$ cat src/rtl/rns_mod_pkg.sv
// Shared constants and helpers for the RNS forward-converter finalize stages
// (32/17/13/11 channels).
package rns_mod_pkg;

   localparam int M32 = 32;
   localparam int M17 = 17;
   localparam int M13 = 13;
   localparam int M11 = 11;

   // Smallest r with 2**r >= v; residue 0..v-1 fits in r bits.
   function automatic int clog2(input int v);
      int r;
      r = 0;
      while ((1 << r) < v) r++;
      return r;
   endfunction

   // Partial-sum widths from the folding reducers (each satisfies 2**IN_W-1 < 6*MOD).
   localparam int IN_W_17 = 6;
   localparam int IN_W_13 = 6;
   localparam int IN_W_11 = 6;

   localparam int RES_W_32 = clog2(M32);
   localparam int RES_W_17 = clog2(M17);
   localparam int RES_W_13 = clog2(M13);
   localparam int RES_W_11 = clog2(M11);

endpackage

$ cat src/rtl/residue_finalize_mod_11_if.sv
// Stream bundle for the mod-11 finalize stage: partial sum in, canonical residue out,
// each with valid/ready and a sideband tag.
interface residue_finalize_mod_11_if
   import rns_mod_pkg::*;
#(
   parameter int IN_W  = IN_W_11,
   parameter int OUT_W = RES_W_11,
   parameter int TAG_W = 8
);

   logic             in_valid;
   logic             in_ready;
   logic [IN_W-1:0]  in_sum;
   logic [TAG_W-1:0] in_tag;
   logic             out_valid;
   logic             out_ready;
   logic [OUT_W-1:0] out_res;
   logic             out_zero;
   logic [TAG_W-1:0] out_tag;

   modport slave (
      input  in_valid, in_sum, in_tag, out_ready,
      output in_ready, out_valid, out_res, out_zero, out_tag
   );

   modport master (
      output in_valid, in_sum, in_tag, out_ready,
      input  in_ready, out_valid, out_res, out_zero, out_tag
   );

endinterface

$ cat src/rtl/residue_finalize_mod_11_mod_sub_stage.sv
// Registered conditional subtract of K with valid/ready and a pass-through tag.
// Shared by the 11, 13 and 17 finalize channels as their last stage.
module mod_sub_stage #(
   parameter int VAL_W = 5,
   parameter int K     = 11,
   parameter int OUT_W = 4,
   parameter int TAG_W = 8
) (
   input  logic             clk,
   input  logic             rst,
   input  logic             in_valid_i,
   output logic             in_ready_o,
   input  logic [VAL_W-1:0] in_val_i,
   input  logic [TAG_W-1:0] in_tag_i,
   output logic             out_valid_o,
   input  logic             out_ready_i,
   output logic [OUT_W-1:0] out_val_o,
   output logic             out_zero_o,
   output logic [TAG_W-1:0] out_tag_o
);

   logic             valid_q;
   logic [OUT_W-1:0] val_q;
   logic             zero_q;
   logic [TAG_W-1:0] tag_q;
   logic [VAL_W-1:0] diff_d;
   logic [OUT_W-1:0] val_d;
   logic             load;

   assign in_ready_o = !valid_q || out_ready_i;
   assign load       = in_valid_i && in_ready_o;

   // Input is below 2*K, so a single conditional subtract lands in 0..K-1.
   always_comb begin
      diff_d = in_val_i;
      if (in_val_i >= VAL_W'(K)) begin
         diff_d = in_val_i - VAL_W'(K);
      end
      val_d = OUT_W'(diff_d);
   end

   always_ff @(posedge clk) begin
      if (rst) begin
         valid_q <= 1'b0;
         val_q   <= '0;
         zero_q  <= 1'b0;
         tag_q   <= '0;
      end else if (load) begin
         valid_q <= 1'b1;
         val_q   <= val_d;
         zero_q  <= (val_d == '0);
         tag_q   <= in_tag_i;
      end else if (out_ready_i) begin
         valid_q <= 1'b0;
      end
   end

   assign out_valid_o = valid_q;
   assign out_val_o   = val_q;
   assign out_zero_o  = zero_q;
   assign out_tag_o   = tag_q;

endmodule

$ cat src/rtl/residue_finalize_mod_11.sv
// Canonicalises the mod-11 reducer's 6-bit partial sum into 0..10 with a two-stage
// compare-subtract pipeline (fold by 44/22, then by 11) under valid/ready flow control.
module residue_finalize_mod_11
   import rns_mod_pkg::*;
#(
   parameter int MOD   = M11,
   parameter int IN_W  = IN_W_11,
   parameter int OUT_W = RES_W_11,
   parameter int TAG_W = 8
) (
   input  logic                        clk,
   input  logic                        rst,
   residue_finalize_mod_11_if.slave    bus
);

   localparam int S1_W = OUT_W + 1;
   localparam logic [IN_W-1:0] FOUR_K = IN_W'(4 * MOD);
   localparam logic [IN_W-1:0] TWO_K  = IN_W'(2 * MOD);

   if ((2 ** IN_W) - 1 >= 6 * MOD) begin : gInWidthCheck
      $fatal(1, "IN_W too wide: partial sum may reach 6*MOD");
   end
   if ((2 ** OUT_W) <= MOD - 1) begin : gOutWidthCheck
      $fatal(1, "OUT_W too narrow to hold MOD-1");
   end

   logic             s1Valid_q;
   logic [S1_W-1:0]  s1Val_q;
   logic [S1_W-1:0]  s1Val_d;
   logic [TAG_W-1:0] s1Tag_q;
   logic             s2Ready;
   logic             inAccept;

   assign bus.in_ready = !s1Valid_q || s2Ready;
   assign inAccept     = bus.in_valid && bus.in_ready;

   // Priority fold: 0..63 collapses to 0..2*MOD-1 without any underflow path.
   always_comb begin
      s1Val_d = S1_W'(bus.in_sum);
      if (bus.in_sum >= FOUR_K) begin
         s1Val_d = S1_W'(bus.in_sum - FOUR_K);
      end else if (bus.in_sum >= TWO_K) begin
         s1Val_d = S1_W'(bus.in_sum - TWO_K);
      end
   end

   always_ff @(posedge clk) begin
      if (rst) begin
         s1Valid_q <= 1'b0;
         s1Val_q   <= '0;
         s1Tag_q   <= '0;
      end else if (inAccept) begin
         s1Valid_q <= 1'b1;
         s1Val_q   <= s1Val_d;
         s1Tag_q   <= bus.in_tag;
      end else if (s2Ready) begin
         s1Valid_q <= 1'b0;
      end
   end

   mod_sub_stage #(
      .VAL_W (S1_W),
      .K     (MOD),
      .OUT_W (OUT_W),
      .TAG_W (TAG_W)
   ) uStage2 (
      .clk         (clk),
      .rst         (rst),
      .in_valid_i  (s1Valid_q),
      .in_ready_o  (s2Ready),
      .in_val_i    (s1Val_q),
      .in_tag_i    (s1Tag_q),
      .out_valid_o (bus.out_valid),
      .out_ready_i (bus.out_ready),
      .out_val_o   (bus.out_res),
      .out_zero_o  (bus.out_zero),
      .out_tag_o   (bus.out_tag)
   );

   resCanonical: assert property (@(posedge clk) disable iff (rst)
      bus.out_valid |-> (bus.out_res < OUT_W'(MOD)));

endmodule

$ cat src/flat_wrapper.sv
// flat-port wrapper written by rule: the top's interface ports become plain ports
module residue_finalize_mod_11_flat import rns_mod_pkg::*;
#(
   parameter int MOD   = M11,
   parameter int IN_W  = IN_W_11,
   parameter int OUT_W = RES_W_11,
   parameter int TAG_W = 8
)
  (clk, rst, bus_in_valid, bus_in_sum, bus_in_tag, bus_out_ready, bus_in_ready, bus_out_valid, bus_out_res, bus_out_zero, bus_out_tag);
  residue_finalize_mod_11_if #(.IN_W(IN_W), .OUT_W(OUT_W), .TAG_W(TAG_W)) bus_i ();
  input  logic clk;
  input  logic rst;
  input wire logic [$bits(bus_i.in_valid)-1:0] bus_in_valid;
  input wire logic [$bits(bus_i.in_sum)-1:0] bus_in_sum;
  input wire logic [$bits(bus_i.in_tag)-1:0] bus_in_tag;
  input wire logic [$bits(bus_i.out_ready)-1:0] bus_out_ready;
  output wire logic [$bits(bus_i.in_ready)-1:0] bus_in_ready;
  output wire logic [$bits(bus_i.out_valid)-1:0] bus_out_valid;
  output wire logic [$bits(bus_i.out_res)-1:0] bus_out_res;
  output wire logic [$bits(bus_i.out_zero)-1:0] bus_out_zero;
  output wire logic [$bits(bus_i.out_tag)-1:0] bus_out_tag;
  assign bus_i.in_valid = bus_in_valid;
  assign bus_i.in_sum = bus_in_sum;
  assign bus_i.in_tag = bus_in_tag;
  assign bus_i.out_ready = bus_out_ready;
  assign bus_in_ready = bus_i.in_ready;
  assign bus_out_valid = bus_i.out_valid;
  assign bus_out_res = bus_i.out_res;
  assign bus_out_zero = bus_i.out_zero;
  assign bus_out_tag = bus_i.out_tag;
  residue_finalize_mod_11 #(.MOD(MOD), .IN_W(IN_W), .OUT_W(OUT_W), .TAG_W(TAG_W)) u_core (.clk(clk), .rst(rst), .bus(bus_i));
endmodule
$ cat config.mk
export PLATFORM = sky130hd
export DESIGN_NAME = residue_finalize_mod_11_flat
export DESIGN_NICKNAME = d
export VERILOG_FILES = /design/src/rtl/rns_mod_pkg.sv /design/src/rtl/residue_finalize_mod_11_if.sv /design/src/rtl/residue_finalize_mod_11_mod_sub_stage.sv /design/src/rtl/residue_finalize_mod_11.sv /design/src/flat_wrapper.sv
export SDC_FILE = /design/constraint.sdc
export NUM_CORES = 1
export LEC_CHECK = 0
export ABC_AREA = 1
export CAP_MARGIN = 20
export CORE_ASPECT_RATIO = 0.75
export CORE_MARGIN = 5
export CORE_UTILIZATION = 51
export DETAILED_ROUTE_END_ITERATION = 10
export PLACE_DENSITY = 0.83
export SLEW_MARGIN = 20
export SYNTH_ARGS = -nofsm -noshare
export SYNTH_HDL_FRONTEND = slang
export SYNTH_SLANG_ARGS = --single-unit
$ cat constraint.sdc
create_clock -name clk -period 2.5 [get_ports clk]
set_input_delay 0.5 -clock clk [delete_from_list [all_inputs] [get_ports clk]]
set_output_delay 0.5 -clock clk [all_outputs]
set_load 0.1 [all_outputs]
==> impl_metrics.json, run 1 <==
{
  "maxSlewViolCount": 0,
  "fmax_mhz": 546,
  "max_cap_violations": 0,
  "drtAntennaViolNets": 0,
  "netlist_instances": 179,
  "synth_nets": 202,
  "ys.flop_type": "dfxtp_1",
  "dr.pass1.iters": 4,
  "crit_type": "in -> reg",
  "htreeDepth": 1,
  "outcome": "finished, final reports clean",
  "wl_per_cell_um": 12.5,
  "clockRootBuffer": "clkbuf_4",
  "finalCriticalPeriod_ns": 1.83,
  "fin_area_um2": 1640,
  "place_inst": 240,
  "combPwrFrac_pct": 29.2,
  "ys_seq_area_share_pct": 43.7,
  "worst_pin_slew_ns": 0.541,
  "place_congestion": 0.876,
  "powerDensity_nw_per_um2": 619,
  "p_clk_share_pct": 21.7,
  "final_cells": 244,
  "required_ns": 2.74,
  "die_area_um2": 3630,
  "p_sw_mw": 0.360,
  "wl_met2_um": 1510,
  "avgSynthCellArea_um2": 7.16,
  "switching_share_pct": 35.5,
  "wirelength_um": 3060,
  "die_h_um": 53.4,
  "vias": 1258,
  "io_buffers": 32,
  "rr_worst_depth": 6,
  "pre_cts_slack_ns": 0.325,
  "start_kind": "input pin",
  "fillers": 199,
  "synth_top_area_share_pct": 43.7,
  "area_growth_pct": 27.9,
  "clk_path_buf_depth": 2,
  "die_w_um": 67.9,
  "drtIter0Drc": 66,
  "internal_power_mw": 0.656,
  "grt_max_degree": 24,
  "post-cts-setup-buffers": 0,
  "worstPathArrival_ns": 2.08,
  "final_util_pct": 69.9,
  "clock_skew_ns": 0.00511,
  "ctsHoldBuffers": 0,
  "rows": 15,
  "rsz0062_at_grt": "false",
  "place_area_um2": 1600,
  "antenna_found_initial": 0,
  "wl_met1_um": 1380,
  "seq_power_share_pct": 49.1,
  "route.detailed.drc": 0,
  "start_util_pct": 54.7,
  "holdPathStages": 2,
  "cts.sinks": 28,
  "grt_pass1_wl_um": 5260,
  "cts_resized": 0,
  "clkTransAtPathRegs_ns": 0.15,
  "core_area_um2": 2350,
  "io_pins": 33,
  "setup_violations": 0,
  "holdWs_ns": 0.495,
  "p_total_mw": 1.02,
  "async_flop_share_pct": 0,
  "yosysWarnings": 0,
  "wl_met3_um": 161,
  "tns_ns": 0,
  "synth-seq-cells": 28,
  "cts_buffers": 3,
  "dp_hpwl_um": 2320,
  "hold_viol": 0,
  "top_layer": "met4",
  "relSlewSlack_pct": 63.9,
  "syn_area_um2": 1280,
  "via_per_inst": 5.16,
  "synthTopCellsByArea": "dfxtp_1 44%, nor2_1 12%, o21ai_0 9.8%",
  "synth_top_cell_by_area": "dfxtp_1",
  "synth_most_common_cell": "nor2_1",
  "grt-ovfl-total": 0,
  "diodes": 0,
  "period_share_pct": 73.3,
  "finalWorstSetupSlack_ns": 0.667,
  "synth_edf_count": 0,
  "groute.usage.overall_pct": 19.3,
  "cts_tree": "built",
  "nets": 234,
  "min_path_type": "reg -> reg",
  "drive_above_1_share_pct": 16.2,
  "leakage_nw": 0.776,
  "end_kind": "register",
  "insertion_delay_ns": 0.33,
  "ys_types": 23,
  "cp_max_fo": 16,
  "synth_commonest_cells": "41 x nor2_1, 28 x dfxtp_1, 25 x o21ai_0",
  "grt_pass1_vias": 1205,
  "vdd_drop_max_v": 0.000379
}
-- metal layers --
metal	vias to the layer above	GRT usage, %
met5	-	0
met4	0	5.28
met3	2	4.88
met2	34	33.1
met1	579	23.8
li1	643	-
-- placed cells by master, fill, tap and decap left out, drive strengths merged --
master and n:
nor2 42, dfxtp 28, o21ai 27, nand2 27, inv 19, clkdlybuf4s50 17
buf 16, nand3 8, a21oi 7, ha 5, clkbuf 4, a31oi 3
nand4 2, o211ai 2, or2 2, nand3b 1
-- path summary, 6_finish.rpt --
check / startpoint / end / slack [ns]
min reg2reg: u_core.s1Tag_q[3] / u_core.s1Tag_q[3] / 0.49
max: bus_out_ready / u_core.s1Val_q[3] / 0.67
max reg2reg: u_core.uStage2.out_valid_o / u_core.s1Val_q[3] / 0.98
min: u_core.s1Tag_q[3] / u_core.s1Tag_q[3] / 0.49
-- worst max-delay path: stages --
cell             delay (ns)
clkdlybuf4s50_1        0.48
inv_2                  0.05
nand3_2                0.10
nand2_1                0.26
inv_2                  0.32
o21ai_0                0.13
a31oi_1                0.17
nor2_1                 0.05
-- registers in the layout, summed over array words and instances (netlist names) --
signal,cells
u_core.uStage2.out_valid_o,1
u_core.uStage2.out_tag_o,8
u_core.s1Valid_q,1
u_core.s1Tag_q,8
u_core.uStage2.out_zero_o,1
u_core.s1Val_q,5
u_core.uStage2.out_val_o,4
-- logic make-up after synthesis --
logic type      Yosys count  synth area share [%]
flops                    28                  43.7
compound gates           39                  16.2
simple gates             82                  27.4
fa+ha+maj                 5                  4.88
buf+inv                  25                  7.81
-- power by group through the flow --
stage | combinational, mW | sequential, mW | clock (mW)
after floorplan | 0.103 | 0.619 | 0
after global placement | 0.290 | 0.507 | 0
after detailed placement | 0.296 | 0.509 | 0
after CTS | 0.297 | 0.499 | 0.226
after global routing | 0.321 | 0.503 | 0.245
final | 0.296 | 0.499 | 0.221
-- area by class of cell --
cell class | count | area (um^2) | area share (%)
flip-flops and latches | 28 | 561 | 34.2
well taps | 34 | 42.5 | 2.59
repair buffers | 33 | 303 | 18.5
inverters | 19 | 71.3 | 4.35
clock buffers | 4 | 36.3 | 2.21
multi-input cells | 126 | 627 | 38.2
Power figures use the tool's default switching activity.
==> run 2, diff against run 1 <==
Settings changed: CORE_UTILIZATION 51 to 43, PLACE_DENSITY 0.83 to 0.75.
Clock period 2.5 ns to 1.5 ns, I/O delays scaled along.
==> run 2 against run 1 <==
Compared with the run above:
- sequential power grew 70%
- critical path depth is 4 lower
- non-clock buffer count rose by 13
- highest routed layer unchanged
- cell count up 7.0%
- count of clock-buffer cells in the layout did not move
- combinational power is 100% higher
- wire length increased by 8.1%
- global-route usage decreased by 4.1 points
- critical endpoint is now bus_in_ready
- sequential share of layout area down 5.5 points
- die area is 15% higher
==> impl_metrics.json, run 2 (synthesis results as in run 1) <==
{
  "insertion_delay_ns": 0.28,
  "io_buffers": 32,
  "powerDensity_nw_per_um2": 971,
  "pre_cts_slack_ns": -0.364,
  "drive_above_1_share_pct": 23.8,
  "tns_ns": 0,
  "antenna_found_initial": 0,
  "rrSetupSlack_ns": 0.21,
  "internal_power_mw": 1.27,
  "groute.usage.overall_pct": 15.2,
  "end_kind": "primary output",
  "drtIter0Drc": 92,
  "holdWs_ns": 0.489,
  "worst_pin_slew_ns": 0.238,
  "cts.sinks": 28,
  "start_kind": "input pin",
  "path_buf_inv": 3,
  "use_met2_pct": 27.1,
  "hold_viol": 0,
  "fillers": 250,
  "clock_skew_ns": 0.00305,
  "wirelength_um": 3310,
  "cts_buffers": 3,
  "leakage_nw": 0.915,
  "drtAntennaViolNets": 0,
  "place_congestion": 0.852,
  "crit_path_top_delay_cell": "clkdlybuf4s50_1",
  "nets": 247,
  "cp_max_fo": 3,
  "maxSlewViolCount": 0,
  "met3_usage_pct": 4.05,
  "clkTransAtPathRegs_ns": 0.09,
  "fmax_mhz": 711,
  "grt-ovfl-total": 0,
  "p_clk_share_pct": 24.5,
  "min_from": "u_core.s1Tag_q[5]",
  "die_h_um": 57.3,
  "relSlewSlack_pct": 83.9,
  "layout_common_cells": "40 x nor2_1, 27 x dfxtp_1, 25 x o21ai_0",
  "io_pins": 33,
  "required_ns": 1.20,
  "setup_violations": 0,
  "reg2reg_from": "u_core.s1Val_q[1]",
  "vdd_drop_max_v": 0.000621,
  "rsz0062_at_grt": "false",
  "max_cap_violations": 0,
  "cp-endpoint": "bus_in_ready",
  "top_usage_layer": "met2",
  "startpoint": "bus_out_ready",
  "diodes": 0,
  "crit_chain": "clkdlybuf4s50_1, inv_2, nand3_4, buf_12",
  "layout_commonest_cell": "nor2_1",
  "combPwrFrac_pct": 31.3,
  "rr_worst_depth": 7,
  "dr.pass1.iters": 4,
  "clk_path_buf_depth": 2,
  "p_sw_mw": 0.646,
  "vias": 1353,
  "finalCriticalPeriod_ns": 1.41,
  "die_area_um2": 4190,
  "area_growth_pct": 53.7,
  "grt_pass1_wl_um": 4970,
  "p_total_mw": 1.91,
  "start_util_pct": 44.3,
  "cts_tree": "built",
  "min_path_type": "reg -> reg",
  "route.detailed.drc": 0,
  "wl_per_cell_um": 12.7,
  "switching_share_pct": 33.8,
  "via_per_inst": 5.18,
  "seq_power_share_pct": 44.2,
  "grt_max_degree": 17,
  "met1_usage_pct": 17.1,
  "clockRootBuffer": "clkbuf_8",
  "crit_path_max_incr_delay_ns": 0.47,
  "htreeDepth": 1,
  "crit_family": "buffers and inverters",
  "r2r-end": "u_core.uStage2.out_zero_o",
  "cp_num_cells": 4,
  "period_share_pct": 93.8,
  "dp_hpwl_um": 2540,
  "die_w_um": 73.1,
  "worstPathArrival_ns": 1.11,
  "core_area_um2": 2890,
  "rows": 17,
  "grt_pass1_vias": 1183,
  "finalWorstSetupSlack_ns": 0.0926,
  "final_util_pct": 68.1,
  "outcome": "finished, final reports clean",
  "crit_type": "in -> out"
}
run 2: final cells by class:
cell class,count,area [um^2],share of cell area (%)
Clock buffer,4,55.1,2.79
Inverter,19,71.3,3.62
Multi-Input combinational cell,126,653,33.1
Sequential cell,28,564,28.6
Tap cell,38,47.5,2.41
Timing Repair Buffer,46,579,29.4
run 2: power by group through the flow:
| stage | Sequential, mW | Clock [mW] | Combinational [mW] |
|---|---|---|---|
| 2_1_floorplan | 1.03 | 0 | 0.175 |
| 3_3_place_gp | 0.859 | 0 | 0.569 |
| 3_5_place_dp | 0.864 | 0 | 0.587 |
| 4_1_cts | 0.846 | 0.475 | 0.587 |
| 5_1_grt | 0.852 | 0.502 | 0.639 |
| 6_report | 0.846 | 0.468 | 0.600 |
run 2: how the worst min path moves through the flow:
stage / to / slack, ns / cells past startpoint
after global routing: u_core.s1Tag_q[5] / 0.51 / 2
after detailed placement: u_core.s1Tag_q[5] / 0.47 / 2
final: u_core.s1Tag_q[5] / 0.49 / 2
after CTS: u_core.s1Tag_q[5] / 0.49 / 2
after global placement: u_core.s1Tag_q[1] / 0.46 / 2
after floorplan: u_core.uStage2.out_valid_o / 0.36 / 1
run 2: stage by stage:
stage          cell area [um^2]  std cells
2_1_floorplan              1310        179
3_3_place_gp               1880        255
3_5_place_dp               1880        255
4_1_cts                    1930        259
5_1_grt                    1970        261
6_report                   1970        261
run 2: timing repair:
action	in CTS	in global routing
pin swaps	0	3
hold buffers	0	0
setup buffers	0	2
setup endpoints to repair	3	4
resized for setup	1	7
run 2: routing by layer:
| layer | up-vias | wire length (um) |
|---|---|---|
| met5 | - | 0 |
| met4 | 0 | 63 |
| met3 | 13 | 226 |
| met2 | 61 | 1670 |
| met1 | 614 | 1350 |
| li1 | 665 | - |
run 2: worst min-delay path: stages (launching register included):
cell and delay, ns:
dfxtp_1 0.33, nor2_1 0.05, nor2_1 0.08
